`src/rtl/psg_bus_seq.sv`:
```
// AY-style host bus to YM2203/SAA1099 timed access sequencer.
// Define PSG_BUS_PEND_EN to queue one access that arrives while a cycle is running.
module psg_bus_seq #(
  parameter int NUM_YM      = 2,
  parameter int SYNC_STAGES = 2,
  parameter int FILT_LEN    = 2,
  parameter int YM_SETUP    = 1,
  parameter int YM_PULSE    = 14,
  parameter int SAA_SETUP   = 3,
  parameter int SAA_PULSE   = 6,
  parameter int RECOVERY    = 2
) (
  input  logic              clk,
  input  logic              rst,
  input  logic              aybdir,
  input  logic              aybc2,
  input  logic              aybc1,
  input  logic              aya8,
  input  logic              aya9_n,
  input  logic [7:0]        ayd_i,
  output logic [7:0]        ayd_o,
  output logic              ayd_oe,
  input  logic [7:0]        d_i,
  output logic [7:0]        d_o,
  output logic              d_oe,
  input  logic [1:0]        ym_sel,
  input  logic              ym_stat,
  input  logic              saa_sel,
  output logic              yma0,
  output logic              ymrd_n,
  output logic              ymwr_n,
  output logic [NUM_YM-1:0] ymcs_n,
  output logic              saaa0,
  output logic              saacs_n,
  output logic              saawr_n,
  output logic              cfg_wr,
  output logic [7:0]        cfg_data,
  output logic              busy,
  output logic              overrun
);
  // state | meaning
  // IDLE  | no access running
  // SETUP | address/data setup (SAA: cs already low)
  // PULSE | chip strobe low
  // HOLD  | strobes released, write data still driven
  // RECOV | quiet gap before the next access
  typedef enum logic [2:0] {IDLE, SETUP, PULSE, HOLD, RECOV} state_t;
  typedef enum logic [1:0] {K_WA, K_WD, K_RD} kind_t;

  localparam int SH_LEN = SYNC_STAGES + FILT_LEN - 1;
  localparam logic [4:0] YM_SET_TC  = 5'(YM_SETUP - 1);
  localparam logic [4:0] YM_PUL_TC  = 5'(YM_PULSE - 1);
  localparam logic [4:0] SAA_SET_TC = 5'(SAA_SETUP - 1);
  localparam logic [4:0] SAA_PUL_TC = 5'(SAA_PULSE - 1);
  localparam logic [4:0] REC_TC     = 5'(RECOVERY - 1);

  logic       q, dec_wa, dec_wd, dec_rd;
  logic [2:0] ctl, raw, filt_q, win_one, win_zero, rise;
  logic [SH_LEN-1:0] sh_q [3];

  assign q      = aya8 & ~aya9_n;
  assign ctl    = {aybdir, aybc2, aybc1};
  assign dec_wa = q & ((ctl == 3'b001) | (ctl == 3'b100) | (ctl == 3'b111));
  assign dec_wd = q & (ctl == 3'b110);
  assign dec_rd = q & (ctl == 3'b011);
  assign raw    = {dec_rd, dec_wd, dec_wa};
  assign ayd_oe = dec_rd & ~saa_sel;

  // The window of the last FILT_LEN synchronised samples decides the filter state.
  always_comb begin
    win_one  = '0;
    win_zero = '0;
    for (int c = 0; c < 3; c++) begin
      win_one[c]  = &sh_q[c][SH_LEN-1:SYNC_STAGES-1];
      win_zero[c] = ~|sh_q[c][SH_LEN-1:SYNC_STAGES-1];
    end
  end
  assign rise = win_one & ~filt_q;

  always_ff @(posedge clk) begin
    if (rst) begin
      for (int c = 0; c < 3; c++) sh_q[c] <= '0;
      filt_q <= '0;
    end else begin
      for (int c = 0; c < 3; c++) begin
        sh_q[c] <= {sh_q[c][SH_LEN-2:0], raw[c]};
        if (win_one[c]) filt_q[c] <= 1'b1;
        else if (win_zero[c]) filt_q[c] <= 1'b0;
      end
    end
  end

  logic  start, cfg_start, bad_start, acc_start;
  kind_t kind_new;
  always_comb begin
    start    = |rise;
    kind_new = K_RD;
    if (rise[0]) kind_new = K_WA;
    else if (rise[1]) kind_new = K_WD;
  end
  assign cfg_start = start & (kind_new == K_WA) & (ayd_i[7:4] == 4'hF);
  assign bad_start = start & ~cfg_start & ~saa_sel & ({1'b0, ym_sel} >= 3'(NUM_YM));
  assign acc_start = start & ~cfg_start & ~bad_start & ~((kind_new == K_RD) & saa_sel);

  state_t     state_q, state_nxt;
  logic [4:0] tmr_q, tmr_nxt;
  logic       end_cyc, launch_new, launch, drop, pend_take;
  logic [7:0] l_d;
  kind_t      l_k;
  logic       l_saa, l_yma0;
  logic [1:0] l_ym;
  logic [7:0] wr_q, rd_q, cfg_q;
  kind_t      kind_q;
  logic       saa_q;
  logic [1:0] ym_q;

`ifdef PSG_BUS_PEND_EN
  logic       pend_vld, pend_load, pend_saa, pend_yma0;
  logic [7:0] pend_d;
  kind_t      pend_k;
  logic [1:0] pend_ym;
`endif

  always_comb begin
    end_cyc = ((state_q == HOLD) && (RECOVERY == 0)) || ((state_q == RECOV) && (tmr_q == 5'd0));
`ifdef PSG_BUS_PEND_EN
    pend_take  = pend_vld & end_cyc;
    launch_new = acc_start & ((state_q == IDLE) | (end_cyc & ~pend_vld));
    pend_load  = acc_start & (state_q != IDLE) & ~end_cyc & ~pend_vld;
    drop       = acc_start & ~launch_new & ~pend_load;
`else
    pend_take  = 1'b0;
    launch_new = acc_start & (state_q == IDLE);
    drop       = acc_start & ~launch_new;
`endif
    launch = launch_new | pend_take;
    l_d    = ayd_i;
    l_k    = kind_new;
    l_saa  = saa_sel;
    l_ym   = ym_sel;
    l_yma0 = (kind_new == K_WD) | ((kind_new == K_RD) & ~ym_stat);
`ifdef PSG_BUS_PEND_EN
    if (pend_take) begin
      l_d    = pend_d;
      l_k    = pend_k;
      l_saa  = pend_saa;
      l_ym   = pend_ym;
      l_yma0 = pend_yma0;
    end
`endif
  end

  always_comb begin
    state_nxt = state_q;
    tmr_nxt   = tmr_q;
    case (state_q)
      IDLE: ;
      SETUP: begin
        if (tmr_q == 5'd0) begin
          state_nxt = PULSE;
          tmr_nxt   = saa_q ? SAA_PUL_TC : YM_PUL_TC;
        end else tmr_nxt = tmr_q - 5'd1;
      end
      PULSE: begin
        if (tmr_q == 5'd0) state_nxt = HOLD;
        else tmr_nxt = tmr_q - 5'd1;
      end
      HOLD: begin
        if (end_cyc) state_nxt = IDLE;
        else begin
          state_nxt = RECOV;
          tmr_nxt   = REC_TC;
        end
      end
      RECOV: begin
        if (end_cyc) state_nxt = IDLE;
        else tmr_nxt = tmr_q - 5'd1;
      end
      default: state_nxt = IDLE;
    endcase
    if (launch) begin
      state_nxt = SETUP;
      tmr_nxt   = l_saa ? SAA_SET_TC : YM_SET_TC;
    end
  end

  always_ff @(posedge clk) begin
    if (rst) begin
      state_q <= IDLE;
      tmr_q   <= '0;
    end else begin
      state_q <= state_nxt;
      tmr_q   <= tmr_nxt;
    end
  end

  always_ff @(posedge clk) begin
    if (rst) begin
      wr_q    <= '0;
      rd_q    <= '0;
      cfg_q   <= '0;
      cfg_wr  <= 1'b0;
      overrun <= 1'b0;
      yma0    <= 1'b0;
      saaa0   <= 1'b0;
      kind_q  <= K_WA;
      saa_q   <= 1'b0;
      ym_q    <= '0;
    end else begin
      cfg_wr <= cfg_start;
      if (cfg_start) begin
        cfg_q   <= ayd_i;
        overrun <= 1'b0;
      end else if (drop | bad_start) overrun <= 1'b1;
      if (launch) begin
        wr_q   <= l_d;
        kind_q <= l_k;
        saa_q  <= l_saa;
        ym_q   <= l_ym;
        yma0   <= l_yma0;
        saaa0  <= (l_k == K_WA);
      end
      if ((state_q == PULSE) && (tmr_q == 5'd0) && (kind_q == K_RD)) rd_q <= d_i;
    end
  end

`ifdef PSG_BUS_PEND_EN
  always_ff @(posedge clk) begin
    if (rst) begin
      pend_vld  <= 1'b0;
      pend_d    <= '0;
      pend_k    <= K_WA;
      pend_saa  <= 1'b0;
      pend_ym   <= '0;
      pend_yma0 <= 1'b0;
    end else if (pend_load) begin
      pend_vld  <= 1'b1;
      pend_d    <= ayd_i;
      pend_k    <= kind_new;
      pend_saa  <= saa_sel;
      pend_ym   <= ym_sel;
      pend_yma0 <= (kind_new == K_WD) | ((kind_new == K_RD) & ~ym_stat);
    end else if (pend_take) pend_vld <= 1'b0;
  end
`endif

  always_comb begin
    ymcs_n = '1;
    for (int i = 0; i < NUM_YM; i++)
      if ((state_q == PULSE) && !saa_q && (ym_q == 2'(i))) ymcs_n[i] = 1'b0;
    ymrd_n  = !((state_q == PULSE) && !saa_q && (kind_q == K_RD));
    ymwr_n  = !((state_q == PULSE) && !saa_q && (kind_q != K_RD));
    saacs_n = !(((state_q == SETUP) || (state_q == PULSE)) && saa_q);
    saawr_n = !((state_q == PULSE) && saa_q);
    d_oe    = ((state_q == SETUP) || (state_q == PULSE) || (state_q == HOLD)) && (kind_q != K_RD);
    busy    = (state_q != IDLE);
  end

  assign d_o      = wr_q;
  assign ayd_o    = rd_q;
  assign cfg_data = cfg_q;
endmodule
```
`config.mk`:
```
export PLATFORM = sky130hd
export DESIGN_NAME = psg_bus_seq
export DESIGN_NICKNAME = d
export VERILOG_FILES = /design/src/rtl/psg_bus_seq.sv
export SDC_FILE = /design/constraint.sdc
export NUM_CORES = 1
export LEC_CHECK = 0
export ABC_AREA = 1
export BUFFER_PORTS_ARGS = -buffer_cell sky130_fd_sc_hd__buf_2
export CAP_MARGIN = 10
export CORE_UTILIZATION = 25
export CTS_BUF_LIST = sky130_fd_sc_hd__clkbuf_16
export DETAILED_ROUTE_END_ITERATION = 10
export SLEW_MARGIN = 20
export SYNTH_ARGS = -nofsm -noshare
export SYNTH_HDL_FRONTEND = slang
export SYNTH_SLANG_ARGS = --single-unit
```
`constraint.sdc`:
```
create_clock -name clk -period 4.78 [get_ports clk]
set_clock_uncertainty 0.1 [all_clocks]
set_input_delay 0.956 -clock clk [delete_from_list [all_inputs] [get_ports clk]]
set_output_delay 0.956 -clock clk [all_outputs]
set_load 0.02 [all_outputs]
```
==> metrics.md <==
| Metric | Value |
|---|---|
| Outcome | `finished with violations` |
| Violated checks | `DRC` |
| Setup Buffers After CTS | `0` |
| R2R depth | `12` |
| Mapped Nets | `342` |
| Setup TNS | `0 ns` |
| Final ANT Viol Nets | `0` |
| Vias in the first global route | `1,927` |
| Worst reg2reg startpoint | `sh_q[0][1]$_SDFF_PP0_` |
| Crit. Startpoint | `aybdir` |
| Maximum clock frequency | `378.4 MHz` |
| Antenna diode count | `0` |
| CTS Buf Count | `5` |
| EDFF count, synth | `0` |
| Crit end category | `primary output` |
| First-pass GRT wire length | `8956 microns` |
| Die Height | `97.91 microns` |
| Synth area leader | `dfxtp_1` |
| Die area | `0.009586 sq mm` |
| Syn Area/Cell | `7.395 sq um` |
| Power Density | `462.4 mW/mm^2` |
| CP dominant cell by count | `buf_2` |
| Inst Count DP | `474` |
| Ys async rst share | `0%` |
| Delay of the slowest critical-path stage | `0.19 ns` |
| Port-buffer cells | `63` |
| DRT iter0 DRCs | `83` |
| Cell variety after synth | `30` |
| Clk_lat worst skew | `0.29 ns` |
| WHS | `0.3013 ns` |
| Static Leak | `0.001405 uW` |
| Nets | `404` |
| Slowest cell on crit path | `buf_2` |
| Layout cells sized above 1 | `26.47%` |
| Tmin final | `2.642 ns` |
| Finished Layout Cells | `482` |
| Syn Std Cell Area | `0.002300 sq mm` |
| GRT Residual Overflow | `0` |
| Worst R2R End | `tmr_q[1]$_SDFFE_PP0P_` |
| Worst relative slew slack | `30.21%` |
| Initial Util | `26.12%` |
| H-tree depth | `2` |
| Core area | `0.008806 sq mm` |
| Vias | `2,064` |
| Chip width | `97.91 microns` |
| DRC errors left | `5` |
| Maximum fanout along the worst path | `2` |
| Root Driver | `clkbuf_16` |
| Average wire per standard cell | `11.07 microns` |
| Count leader, synth | `nor2_1` |
| Synth-to-Final Area Change | `25.95%` |
| Cells after Synth | `311` |
| # resized after CTS | `0` |
| Final Hold Viols | `0` |
| Final setup viols | `0` |
| FP Rows | `34` |
| Number of top-level pins | `64` |
| Synth top area share | `46.14%` |
| WL final | `5337 microns` |
| Final-report max-slew violation count | `0` |
| Buffer depth of the longest clock path | `2` |
| Crit path kind | `input pin to primary output` |
| Worst-margin pin slew | `1.040 ns` |
| Synth Flop Type | `dfxtp_1` |
| # hold bufs at CTS | `0` |
| Tot GR Track Use | `11.66%` |
| Sink Count | `53` |
| Largest net degree at the start of global routing | `43` |
| Final GP Congestion | `0.8054` |
| Setup crit end | `ayd_oe` |
| Detailed Routing Iterations Pass 1 | `7` |
| RSZ-0062 raised after global routing | `no` |
| Seq cells post-synth | `53` |
| Initial antenna violation count | `0` |
| Seq/Total Area, Yosys | `46.14%` |
| Drt via density | `4.282` |
| Worst-path clk slew | `0.07 ns` |
| Maxcap violations | `0` |
| Register-to-Register Setup Slack | `2.86 ns` |
| Worst path required time | `3.72 ns` |
| HPWL after detailed placement | `4024 microns` |
| Critical path data arrival time | `1.59 ns` |
| CTS tree | `built` |
| Min-Delay Path Class | `register to register` |
| Critical Path Source Type | `input pin` |
| Critical Path, Cell by Cell | `buf_2 -> inv_1 -> nand3_1 -> nor3_1 -> buf_2` |
| Synth top area cells | `dfxtp_1, nor2_1, nand2_1, o21ai_0, nand3_1` |
| Synth warnings | `0` |
| Fillcell total | `926` |
| Worst-case vdd ir drop | `215.9 uV` |
| Fin crit share | `55.28%` |
| Most frequent cells after synthesis | `nor2_1, nand2_1, dfxtp_1` |
-- per-stage QoR --
stage / power, uW / worst slack, ns / cell area (sq um) / util (%)
floorplan: 799.4 / 2.125 / 2300 / -
CTS: 1350 / 2.136 / 2897 / 32.89
finish: 1339 / 2.138 / 2897 / 32.89
global placement: 877.9 / 2.163 / 2703 / 30.69
detailed placement: 882.8 / 2.145 / 2703 / 30.69
global route: 1433 / 2.000 / 2897 / 32.89
-- power by group --
group          internal [uW]  switching [uW]
sequential               467            20.0
clock                    302             163
combinational            139             248
-- final cells by class --
type	count	area, sq um	area share, %
flip-flops and latches	53	1061	36.63
multi-input cells	213	1050	36.24
repair buffers	63	315.3	10.89
inverters	37	141.4	4.881
well taps	108	135.1	4.665
clock buffers	5	125.1	4.320
clock inverters	3	68.82	2.376
-- sequential cells by signal, summed over array words and instances, names as in the netlist --
signal	count
sh_q	9
ayd_o	8
cfg_data	8
d_o	8
tmr_q	5
filt_q	3
state_q	3
kind_q	2
ym_q	2
cfg_wr	1
overrun	1
saa_q	1
saaa0	1
yma0	1
-- placed cells by master, fill, tap and decap left out, types with 4 or more instances in the layout --
cell       count
a21oi_1       16
buf_2         63
clkbuf_16      5
dfxtp_1       53
ha_1           4
inv_1         27
inv_2          8
nand2_1       55
nand2_4        5
nand3_1       22
nor2_1        62
o21ai_0       24
-- cell families (layout without fill, tap and decap cells) --
| kind of cell | Yosys count | count (layout) | share of synthesized area [%] |
|---|---|---|---|
| DFF | 53 | 53 | 46.14 |
| buffers and inverters | 45 | 108 | 8.215 |
| adders and majority gates | 4 | 4 | 2.176 |
| and+or+nand+nor | 162 | 162 | 32.43 |
| xor gates and xnor gates | 1 | 1 | 0.3809 |
| AOI/OAI and AO/OA | 46 | 46 | 10.66 |
-- how the worst min path moves through the flow --
stage | start | end | slack, ns | cells after the start
global placement | sh_q[0][3]$_SDFF_PP0_ | sh_q[0][4]$_SDFF_PP0_ | 0.29 | 2
global route | sh_q[0][0]$_SDFF_PP0_ | sh_q[0][1]$_SDFF_PP0_ | 0.31 | 2
CTS | sh_q[0][6]$_SDFF_PP0_ | sh_q[0][7]$_SDFF_PP0_ | 0.30 | 2
floorplan | sh_q[0][0]$_SDFF_PP0_ | sh_q[0][1]$_SDFF_PP0_ | 0.29 | 2
detailed placement | sh_q[0][6]$_SDFF_PP0_ | sh_q[0][7]$_SDFF_PP0_ | 0.29 | 2
finish | sh_q[0][0]$_SDFF_PP0_ | sh_q[0][1]$_SDFF_PP0_ | 0.30 | 2
-- critical path, delay by kind of cell --
family | cells | cell delay, ns
buf+inv | 3 | 0.37
simple gates | 2 | 0.27
-- metal layers --
metal  vias up  wire [microns]  part of all wire (%)  track usage, %
met1       907            2514                    47           14.34
met4         0              74                   1.4           3.846
met2        42            2458                    46           19.28
met5         -               0                     0               0
met3         9             291                   5.5           3.651
li1       1106               -                     -               -
No activity file was read; power rests on OpenSTA's default activity.
